==> src/rtl/fp_ret_pkg.sv <==
// Shared constants and the retire-queue entry layout for the FP retire collector.
package fp_ret_pkg;
    localparam int DEF_DEPTH     = 8;
    localparam int DEF_STALL_THR = 5;
    localparam int RET_W         = 14;
    localparam int NUM_LANES     = 3;

    localparam logic [1:0] LANE_U1 = 2'd0;
    localparam logic [1:0] LANE_U3 = 2'd1;
    localparam logic [1:0] LANE_U5 = 2'd2;

    typedef struct packed {
        logic [1:0]       lane;
        logic [RET_W-1:0] ret;
    } fp_ret_entry_t;
endpackage

==> src/rtl/fp_ret_fifo.sv <==
// Circular buffer taking up to NUM_LANES compacted writes and one read per cycle.
module fp_ret_fifo
    import fp_ret_pkg::*;
#(
    parameter int DEPTH = DEF_DEPTH
) (
    input  logic                            clk,
    input  logic                            rst,
    input  logic                            flush,
    input  logic [1:0]                      wr_cnt,
    input  fp_ret_entry_t [NUM_LANES-1:0]   wr_data,
    input  logic                            rd_en,
    output fp_ret_entry_t                   rd_data,
    output logic [$clog2(DEPTH):0]          count
);
    localparam int PW = $clog2(DEPTH);
    localparam int CW = PW + 1;

    logic [PW-1:0] head, tail;
    fp_ret_entry_t mem [DEPTH];

    always_ff @(posedge clk or negedge rst) begin
        if (!rst) begin
            head  <= '0;
            tail  <= '0;
            count <= '0;
        end else if (flush) begin
            head  <= '0;
            tail  <= '0;
            count <= '0;
        end else begin
            if (rd_en) head <= head + 1'b1;
            tail  <= tail + PW'(wr_cnt);
            count <= count + CW'(wr_cnt) - CW'(rd_en);
        end
    end

    // Storage is left unreset; the empty check below masks stale slots.
    always_ff @(posedge clk) begin
        if (!flush) begin
            for (int i = 0; i < NUM_LANES; i++) begin
                if (i < int'(wr_cnt)) mem[tail + PW'(i)] <= wr_data[i];
            end
        end
    end

    assign rd_data = (count != '0) ? mem[head] : '0;
endmodule

==> src/rtl/fp_ret_collect.sv <==
// Collects retire codes from three FP store lanes into one ordered queue with
// backpressure (stall) and a sticky drop flag (ovf).
module fp_ret_collect
    import fp_ret_pkg::*;
#(
    parameter int DEPTH     = DEF_DEPTH,
    parameter int STALL_THR = DEF_STALL_THR
) (
    input  logic                   clk,
    input  logic                   rst,
    input  logic [13:0]            u1_ret,
    input  logic                   u1_ret_en,
    input  logic [13:0]            u3_ret,
    input  logic                   u3_ret_en,
    input  logic [13:0]            u5_ret,
    input  logic                   u5_ret_en,
    input  logic                   flush,
    output logic [15:0]            ret_out,
    output logic                   ret_out_vld,
    input  logic                   ret_out_rdy,
    output logic                   stall,
    output logic                   ovf,
    output logic [$clog2(DEPTH):0] count
);
    localparam int CW = $clog2(DEPTH) + 1;

    logic [NUM_LANES-1:0]          lane_en;
    fp_ret_entry_t [NUM_LANES-1:0] lane_entry;
    fp_ret_entry_t [NUM_LANES-1:0] cmp_entry;
    fp_ret_entry_t                 head_entry;
    logic [1:0]                    n_vld;
    logic [1:0]                    wr_cnt;
    logic [CW:0]                   space;
    logic                          pop;
    logic                          over;
    logic                          drop;

    assign lane_en       = {u5_ret_en, u3_ret_en, u1_ret_en};
    assign lane_entry[0] = {LANE_U1, u1_ret};
    assign lane_entry[1] = {LANE_U3, u3_ret};
    assign lane_entry[2] = {LANE_U5, u5_ret};

    // Pack valid lanes to the low slots in u1, u3, u5 order so that
    // truncating to the free space drops u5 first, then u3, then u1.
    always_comb begin
        cmp_entry = '0;
        n_vld     = '0;
        for (int i = 0; i < NUM_LANES; i++) begin
            if (lane_en[i]) begin
                cmp_entry[n_vld] = lane_entry[i];
                n_vld            = n_vld + 2'd1;
            end
        end
    end

    always_comb begin
        pop    = ret_out_vld & ret_out_rdy;
        space  = (CW+1)'(DEPTH) - {1'b0, count} + (CW+1)'(pop);
        over   = (CW+1)'(n_vld) > space;
        drop   = over & ~flush;
        wr_cnt = '0;
        if (!flush) wr_cnt = over ? space[1:0] : n_vld;
    end

    fp_ret_fifo #(.DEPTH(DEPTH)) u_fifo (
        .clk     (clk),
        .rst     (rst),
        .flush   (flush),
        .wr_cnt  (wr_cnt),
        .wr_data (cmp_entry),
        .rd_en   (pop),
        .rd_data (head_entry),
        .count   (count)
    );

    always_ff @(posedge clk or negedge rst) begin
        if (!rst)      ovf <= 1'b0;
        else if (drop) ovf <= 1'b1;
    end

    assign ret_out     = head_entry;
    assign ret_out_vld = (count != '0);
    assign stall       = count > CW'(STALL_THR);
endmodule

==> config.mk <==
export PLATFORM = sky130hd
export DESIGN_NAME = fp_ret_collect
export DESIGN_NICKNAME = d
export VERILOG_FILES = /design/src/rtl/fp_ret_pkg.sv /design/src/rtl/fp_ret_fifo.sv /design/src/rtl/fp_ret_collect.sv
export SDC_FILE = /design/constraint.sdc
export NUM_CORES = 1
export LEC_CHECK = 0
export ABC_AREA = 0
export CAP_MARGIN = 20
export CORE_MARGIN = 5
export CORE_UTILIZATION = 30
export DETAILED_ROUTE_END_ITERATION = 8
export PLACE_DENSITY = 0.58
export SLEW_MARGIN = 10
export SYNTH_ARGS = -nofsm -noshare
export SYNTH_HDL_FRONTEND = slang
export SYNTH_SLANG_ARGS = --single-unit
export TNS_END_PERCENT = 30
==> constraint.sdc <==
create_clock -name clk -period 6.7 [get_ports clk]
set_input_delay 1.675 -clock clk [delete_from_list [all_inputs] [get_ports clk]]
set_output_delay 1.675 -clock clk [all_outputs]
set_load 0.005 [all_outputs]
==> metrics.md, run 1 <==
| Metric | Value |
|---|---|
| Pleak | 4.00 nW |
| Post-synth ARST share | 7.91% |
| DP Cell Count | about 1300 |
| Crit path max fanout | 18 |
| CTS tree | built |
| Most common cell in the synthesized netlist | mux2i_1 |
| Status | complete, no violations |
| Antenna Nets Post-Route | 0 |
| Tmin final | about 5400 ps |
| Starting Density | 30.5% |
| CTS clock-pin slew for the worst setup and hold paths | 60 ps |
| Layout cells sized above 1 | 14.5% |
| CP required | between 6000 and 7000 ps |
| Post-Syn Instances | 878 |
| Fin nets | between 900 and 1000 |
| Post-Route WL | slightly above 30000 µm |
| Met2 usage | between 20% and 30% |
| Crit Path Class | primary input to flop |
| Synth area leaders | edfxtp_1 (39%), mux2i_1 (17%), mux4_2 (7.3%) |
| Row count | 66 |
| Post-route cell area | between 10000 and 15000 µm² |
| Die H | about 190 µm |
| Antenna violations before repair | 0 |
| Total CTS buffers | 17 |
| Max-slew violations | 0 |
| Post-DP HPWL | between 20000 and 25000 µm |
| Top cells by count, synth | mux2i_1 (172), edfxtp_1 (128), a21oi_1 (117) |
| Relative slew slack | 28.9% |
| Setup Buffers After CTS | 0 |
| Setup tns final | 0 ps |
| DRC | 0 |
| Final GP Congestion | 0.823 |
| Largest net degree at the start of global routing | 37 |
| Synth unique cells | 61 |
| Vias in the first global route | between 7000 and 8000 |
| Multi-input logic area | 5270 µm² |
| Clk buf depth | 2 |
| CTS root buf | clkbuf_16 |
| H-tree levels | 4 |
| Net Count, Synth | 948 |
| Drt wl/cell | around 22 µm |
| Post-synthesis sequential area ratio | 41.4% |
| Final core occ | 35.5% |
| Antenna diode count | 0 |
| Layout Cells excl Fill | 1374 |
| Routing usage on met3 | 3.05% |
| I/O Pins | 72 |
| Peak supply drop | 210 µV |
| Top_reg_cell synth | edfxtp_1 |
| Final worst setup slack | 1330 ps |
| Vias | 7392 |
| Hold Buf Count CTS | 0 |
| Core Area | approximately 33000 µm² |
| Vias per cell | 5.38 |
| Post-synth design cell area | around 9900 µm² |
| Clk sinks | 139 |
| # setup viols final | 0 |
| Total die area | approximately 37000 µm² |
| GR Util met1 | 22.1% |
| Detailed Routing Iterations Pass 1 | 5 |
| Die W | 192 µm |
| Final Hold Fails | 0 |
| Crit path DAT | 5390 ps |
| Post-synth top area share | 38.7% |
| Port Buf Inserts | 71 |
| Max Clock Freq | 186 MHz |
| GR Overflow Total | 0 |
| Worst Setup End Kind | flop |
| Power per cell area | 345 nW/µm² |
| DR iter-0 viols | 621 |
| Fillers | 3191 |
| Placed Area | ~11000 µm² |
| Final Cycle Share | between 80% and 90% |
| Yosys top cell by area | edfxtp_1 |
| RSZ-0062 raised after global routing | false |
| Setup Skew | between 10 and 15 ps |
| Pre-CTS setup slack | 867 ps |
| Post-synth EDFFs | 128 |
| GRT Total Usage | between 10% and 20% |
| Area grow syn2layout | 16.7% |
| Number of max-cap violations | 0 |
| Clock Latency Late Sink | 430 ps |
| Total Power | 4.00 mW |
| Worst Tran Pin Value | 1070 ps |
| Post-CTS sizing | 0 |
| Global-route wire length before repair | 46400 µm |
| GRT busiest layer | met2 |
| Register area | ~4100 µm² |
| Syn_area_per_cell | 11.3 µm² |
| Fin Hold WS | 500 ps |
| #FFs+latches synth | 139 |
| Startpoint types | primary input |
| Synth warn | 0 |
| Worst hold path type | flop to flop |
final timing paths:
kind	startpoint	slack, ps	end	cells past startpoint
max	ret_out_rdy	1330	u_fifo.mem[1][13]	13
min	ovf	500	ovf	2
max reg2reg	u_fifo.count[3]	2050	u_fifo.mem[1][13]	16
min reg2reg	ovf	500	ovf	2
max in group asynchronous	rst	4710	u_fifo.head[0]	1
min in group asynchronous	rst	1600	u_fifo.count[2]	1
layout make-up:
type	instances	share of cell area (%)
Clock buffer	19	3.73
Multi-Input combinational cell	631	45.5
Timing Repair Buffer	109	8.59
Inverter	21	0.680
Sequential cell	139	35.5
Tap cell	442	4.77
Clock inverter	13	1.21
state kept, by name (all words and copies together) (netlist names):
name	count
u_fifo.tail	3
ovf	1
u_fifo.count	4
u_fifo.head	3
u_fifo.mem	128
power breakdown:
part	total (mW)	switching [mW]	internal, mW
Sequential	1.32	0.103	1.21
Clock	0.940	0.389	0.551
Combinational	1.75	0.968	0.778
Total	4.00	1.46	2.54
per-layer routing:
metal  vias to the layer above  part of all wire (%)  wire length [µm]
met3                        29                   6.2              1910
met4                         0                   1.4               430
li1                       3392                     -                 -
met2                       257                    50             15200
met5                         -                     0                 0
met1                      3714                    43             13100
critical path, stage by stage:
cell	delay (ps)
clkdlybuf4s50_1	400
nand2_1	110
ha_1	240
inv_1	70
ha_1	350
inv_2	80
ha_1	290
nor2b_1	260
o221ai_4	200
nor3_4	600
nor3_4	70
buf_4	270
or3_1	770
placed cells by master (no fill, tap or decap), types with 4 or more instances in the layout:
master,instances
or2_1,6
mux2i_1,171
and2_1,6
a22o_1,15
o31ai_1,6
ha_1,19
o211a_1,6
nand3_1,17
nor3_1,6
clkdlybuf4s50_1,71
clkbuf_16,17
nor2b_1,6
nand2_1,52
xnor2_1,5
mux2i_4,8
a22oi_1,13
dfrtp_1,10
inv_6,4
a31oi_1,8
nor2_1,44
buf_4,38
nand4_1,4
o21ai_1,28
mux4_2,32
edfxtp_1,128
nor4_1,5
nor3_4,9
nand2b_1,12
inv_1,19
a21oi_1,117
cells by family after synthesis:
family / after synthesis / synth area share [%]
flip-flops: 139 / 41.4
AND/OR/NAND/NOR: 182 / 9.44
buffers and inverters: 108 / 6.38
AO/OA/AOI/OAI: 207 / 12.8
adder cells (fa/ha/maj): 21 / 2.79
multiplexers: 213 / 26.4
XOR/XNOR: 8 / 0.705
No activity file was read; power rests on OpenSTA's default activity.
==> inputs of run 2 (changes only) <==
--- a/config.mk
+++ b/config.mk
@@ -10,7 +10,7 @@
 export CORE_MARGIN = 5
 export CORE_UTILIZATION = 30
 export DETAILED_ROUTE_END_ITERATION = 8
-export PLACE_DENSITY = 0.58
+export PLACE_DENSITY = 0.6
 export SLEW_MARGIN = 10
 export SYNTH_ARGS = -nofsm -noshare
 export SYNTH_HDL_FRONTEND = slang
==> constraint.sdc (replaced) <==
create_clock -name clk -period 4.4 [get_ports clk]
set_input_delay 1.1 -clock clk [delete_from_list [all_inputs] [get_ports clk]]
set_output_delay 1.1 -clock clk [all_outputs]
set_load 0.005 [all_outputs]
==> metrics.md, run 2 (synthesis results as in run 1) <==
| Metric | Value |
|---|---|
| Status | complete, no violations |
| DR iter-0 viols | 697 (+12%) |
| Setup Skew | 15.4 ps (+3.73 ps) |
| Biggest register | u_fifo.mem |
| Worst R2R Path Depth | 20 (+4) |
| Layout cells sized above 1 | 20.2% (+5.8 points) |
| # setup viols final | 0 (unchanged) |
| Relative slew slack | 43.2% (+14 points) |
| Vias | 7594 (+2.7%) |
| Total die area | 36900 µm² (unchanged) |
| Crit Path Class | primary input to flop |
| Antenna violations before repair | 0 (unchanged) |
| Final core occ | 37.7% (+2.2 points) |
| Peak supply drop | 301 µV (+43%) |
| Hold path depth | 2 (unchanged) |
| Leading cell types in the layout, fill and taps excluded | mux2i_1 (171), edfxtp_1 (128), a21oi_1 (117), buf_4 (82), clkdlybuf4s50_1 (71) |
| CP peak stage delay | 440 ps (-330 ps) |
| Die H | 192 µm (unchanged) |
| CP delay by family, top | adder cells |
| Fillers | 3119 (-2.3%) |
| Core Area | 32600 µm² (unchanged) |
| Power per cell area | 527 nW/µm² (+53%) |
| Largest net degree at the start of global routing | 93 (+150%) |
| Antenna diode count | 0 (unchanged) |
| Number of max-cap violations | 0 (unchanged) |
| CP required | 4720 ps (-2000 ps) |
| Crit path max fanout | 2 (-16) |
| Crit path max-delay cell type | fa_1 |
| Clock Latency Late Sink | 430 ps (about the same) |
| Max-slew violations | 0 (unchanged) |
| DRC | 0 (unchanged) |
| Final GP Congestion | 0.821 (-0.23%) |
| Commonest non-fill, non-tap cell in the layout | mux2i_1 |
| Total Power | 6.49 mW (+62%) |
| Hold Buf Count CTS | 0 (unchanged) |
| Worst hold path type | flop to flop |
| Row count | 66 (unchanged) |
| Crit path buf inv count | 5 (+1) |
| RSZ-0062 raised after global routing | false |
| Setup Buffers After CTS | 0 (unchanged) |
| GR Util met1 | 22.4% (+0.30 points) |
| Antenna Nets Post-Route | 0 (unchanged) |
| Tmin final | 4150 ps |
| Total CTS buffers | 17 (unchanged) |
| Crit path DAT | 4470 ps (-920 ps) |
| Max reg flops | 128 (unchanged) |
| H-tree levels | 4 (unchanged) |
| Met2 usage | 29.2% (+0.98 points) |
| GRT busiest layer | met2 |
| Area grow syn2layout | 23.8% |
| Vias in the first global route | 7609 (+3.4%) |
| Fin nets | 1050 (+6.2%) |
| CTS clock-pin slew for the worst setup and hold paths | 80 ps (+20 ps) |
| Routing usage on met3 | 2.62% (-0.44 points) |
| Clk sinks | 139 (unchanged) |
| Starting Density | 30.5% (unchanged) |
| Setup tns final | 0 ps (unchanged) |
| Post-DP HPWL | 21400 µm (+6.0%) |
| Final Hold Fails | 0 (unchanged) |
| Drt wl/cell | 22.0 µm (-1.7%) |
| Final Cycle Share | between 90% and 100% |
| Post-CTS sizing | 0 (unchanged) |
| CTS root buf | clkbuf_16 |
| GR Overflow Total | 0 (unchanged) |
| Global-route wire length before repair | 47800 µm (+2.9%) |
| Stages on worst setup path | 17 (+4) |
| GRT Total Usage | 17.2% (+0.49 points) |
| Port Buf Inserts | 71 (unchanged) |
| Startpoint types | primary input |
| Worst Tran Pin Value | 829 ps (-237 ps) |
| Cell Chain, Critical Path | clkdlybuf4s50_1 > nand2_1 > ha_1 > inv_1 > ha_1 > inv_2 > ha_1 > nor2b_2 > o221a_2 > a21oi_4 > or3_1 > ha_1 > inv_1 > buf_4 > fa_1 > xnor2_1 > nor2_1 |
| CTS tree | built |
| Pleak | 4.40 nW (+10%) |
| I/O Pins | 72 (unchanged) |
| Most Frequent Cell on Critical Path | ha_1 |
| Detailed Routing Iterations Pass 1 | 6 (+1) |
| Die W | 192 µm (unchanged) |
| Max Clock Freq | 241 MHz |
| Post-Route WL | 31500 µm (+2.7%) |
| Worst Setup End Kind | flop |
| Largest regs | u_fifo.mem x128, u_fifo.count x4 |
| Vias per cell | 5.29 (-1.6%) |
| Clk buf depth | 2 (unchanged) |
-- run 2: cell count changes in the layout (fill, tap and decap cells not counted), sizes merged --
cell / delta
clkinv: -2
buf: +61
inv: +6
clkbuf: -2
clkinvlp: -1
bufinv: -1
-- run 2: stage by stage --
| stage | hold WS, ps | instances | setup WS (ps) | cell area (µm²) |
|---|---|---|---|---|
| final | 492 | 1435 | 254 | 12300 |
| after global routing | 558 | 1435 | 44.3 | 12300 |
| after CTS | 503 | 1435 | 154 | 12300 |
| after detailed placement | 482 | 1403 | -272 | 11700 |
| after global placement | 468 | 1403 | -243 | 11700 |
| after floorplan | 460 | 878 | -16.4 | 9950 |
-- run 2: path summary, 6_finish.rpt --
| path | from | endpoint | slack, ps |
|---|---|---|---|
| setup / recovery | ret_out_rdy | u_fifo.count[2] | 250 |
| min in group asynchronous | rst | ovf | 1010 |
| hold / removal | ovf | ovf | 490 |
| setup reg to reg | u_fifo.count[3] | u_fifo.count[2] | 470 |
| max in group asynchronous | rst | u_fifo.head[0] | 3010 |
| hold reg to reg | ovf | ovf | 490 |
-- run 2: cell type report --
cell class	count	area [µm²]	share of cell area (%)
multi-input cells	631	5280	42.9
flip-flops and latches	139	4120	33.5
repair buffers	170	1670	13.5
well taps	442	553	4.49
clock buffers	17	425	3.46
clock inverters	15	189	1.53
inverters	21	78.8	0.640
-- run 2: routing by layer --
| metal | up-vias | part of all wire (%) |
|---|---|---|
| met5 | - | 0 |
| met4 | 0 | 2.6 |
| met3 | 44 | 5.4 |
| met2 | 257 | 49 |
| met1 | 3748 | 43 |
| li1 | 3545 | - |
-- run 2: power breakdown --
group,internal [mW],switching (mW)
clock,0.823,0.696
combinational,1.43,1.56
sequential,1.84,0.138
-- run 2: tightest hold or removal path, stage by stage, from the launching register on --
cell,delay (ps)
dfrtp_1,350
inv_1,40
o31ai_1,60
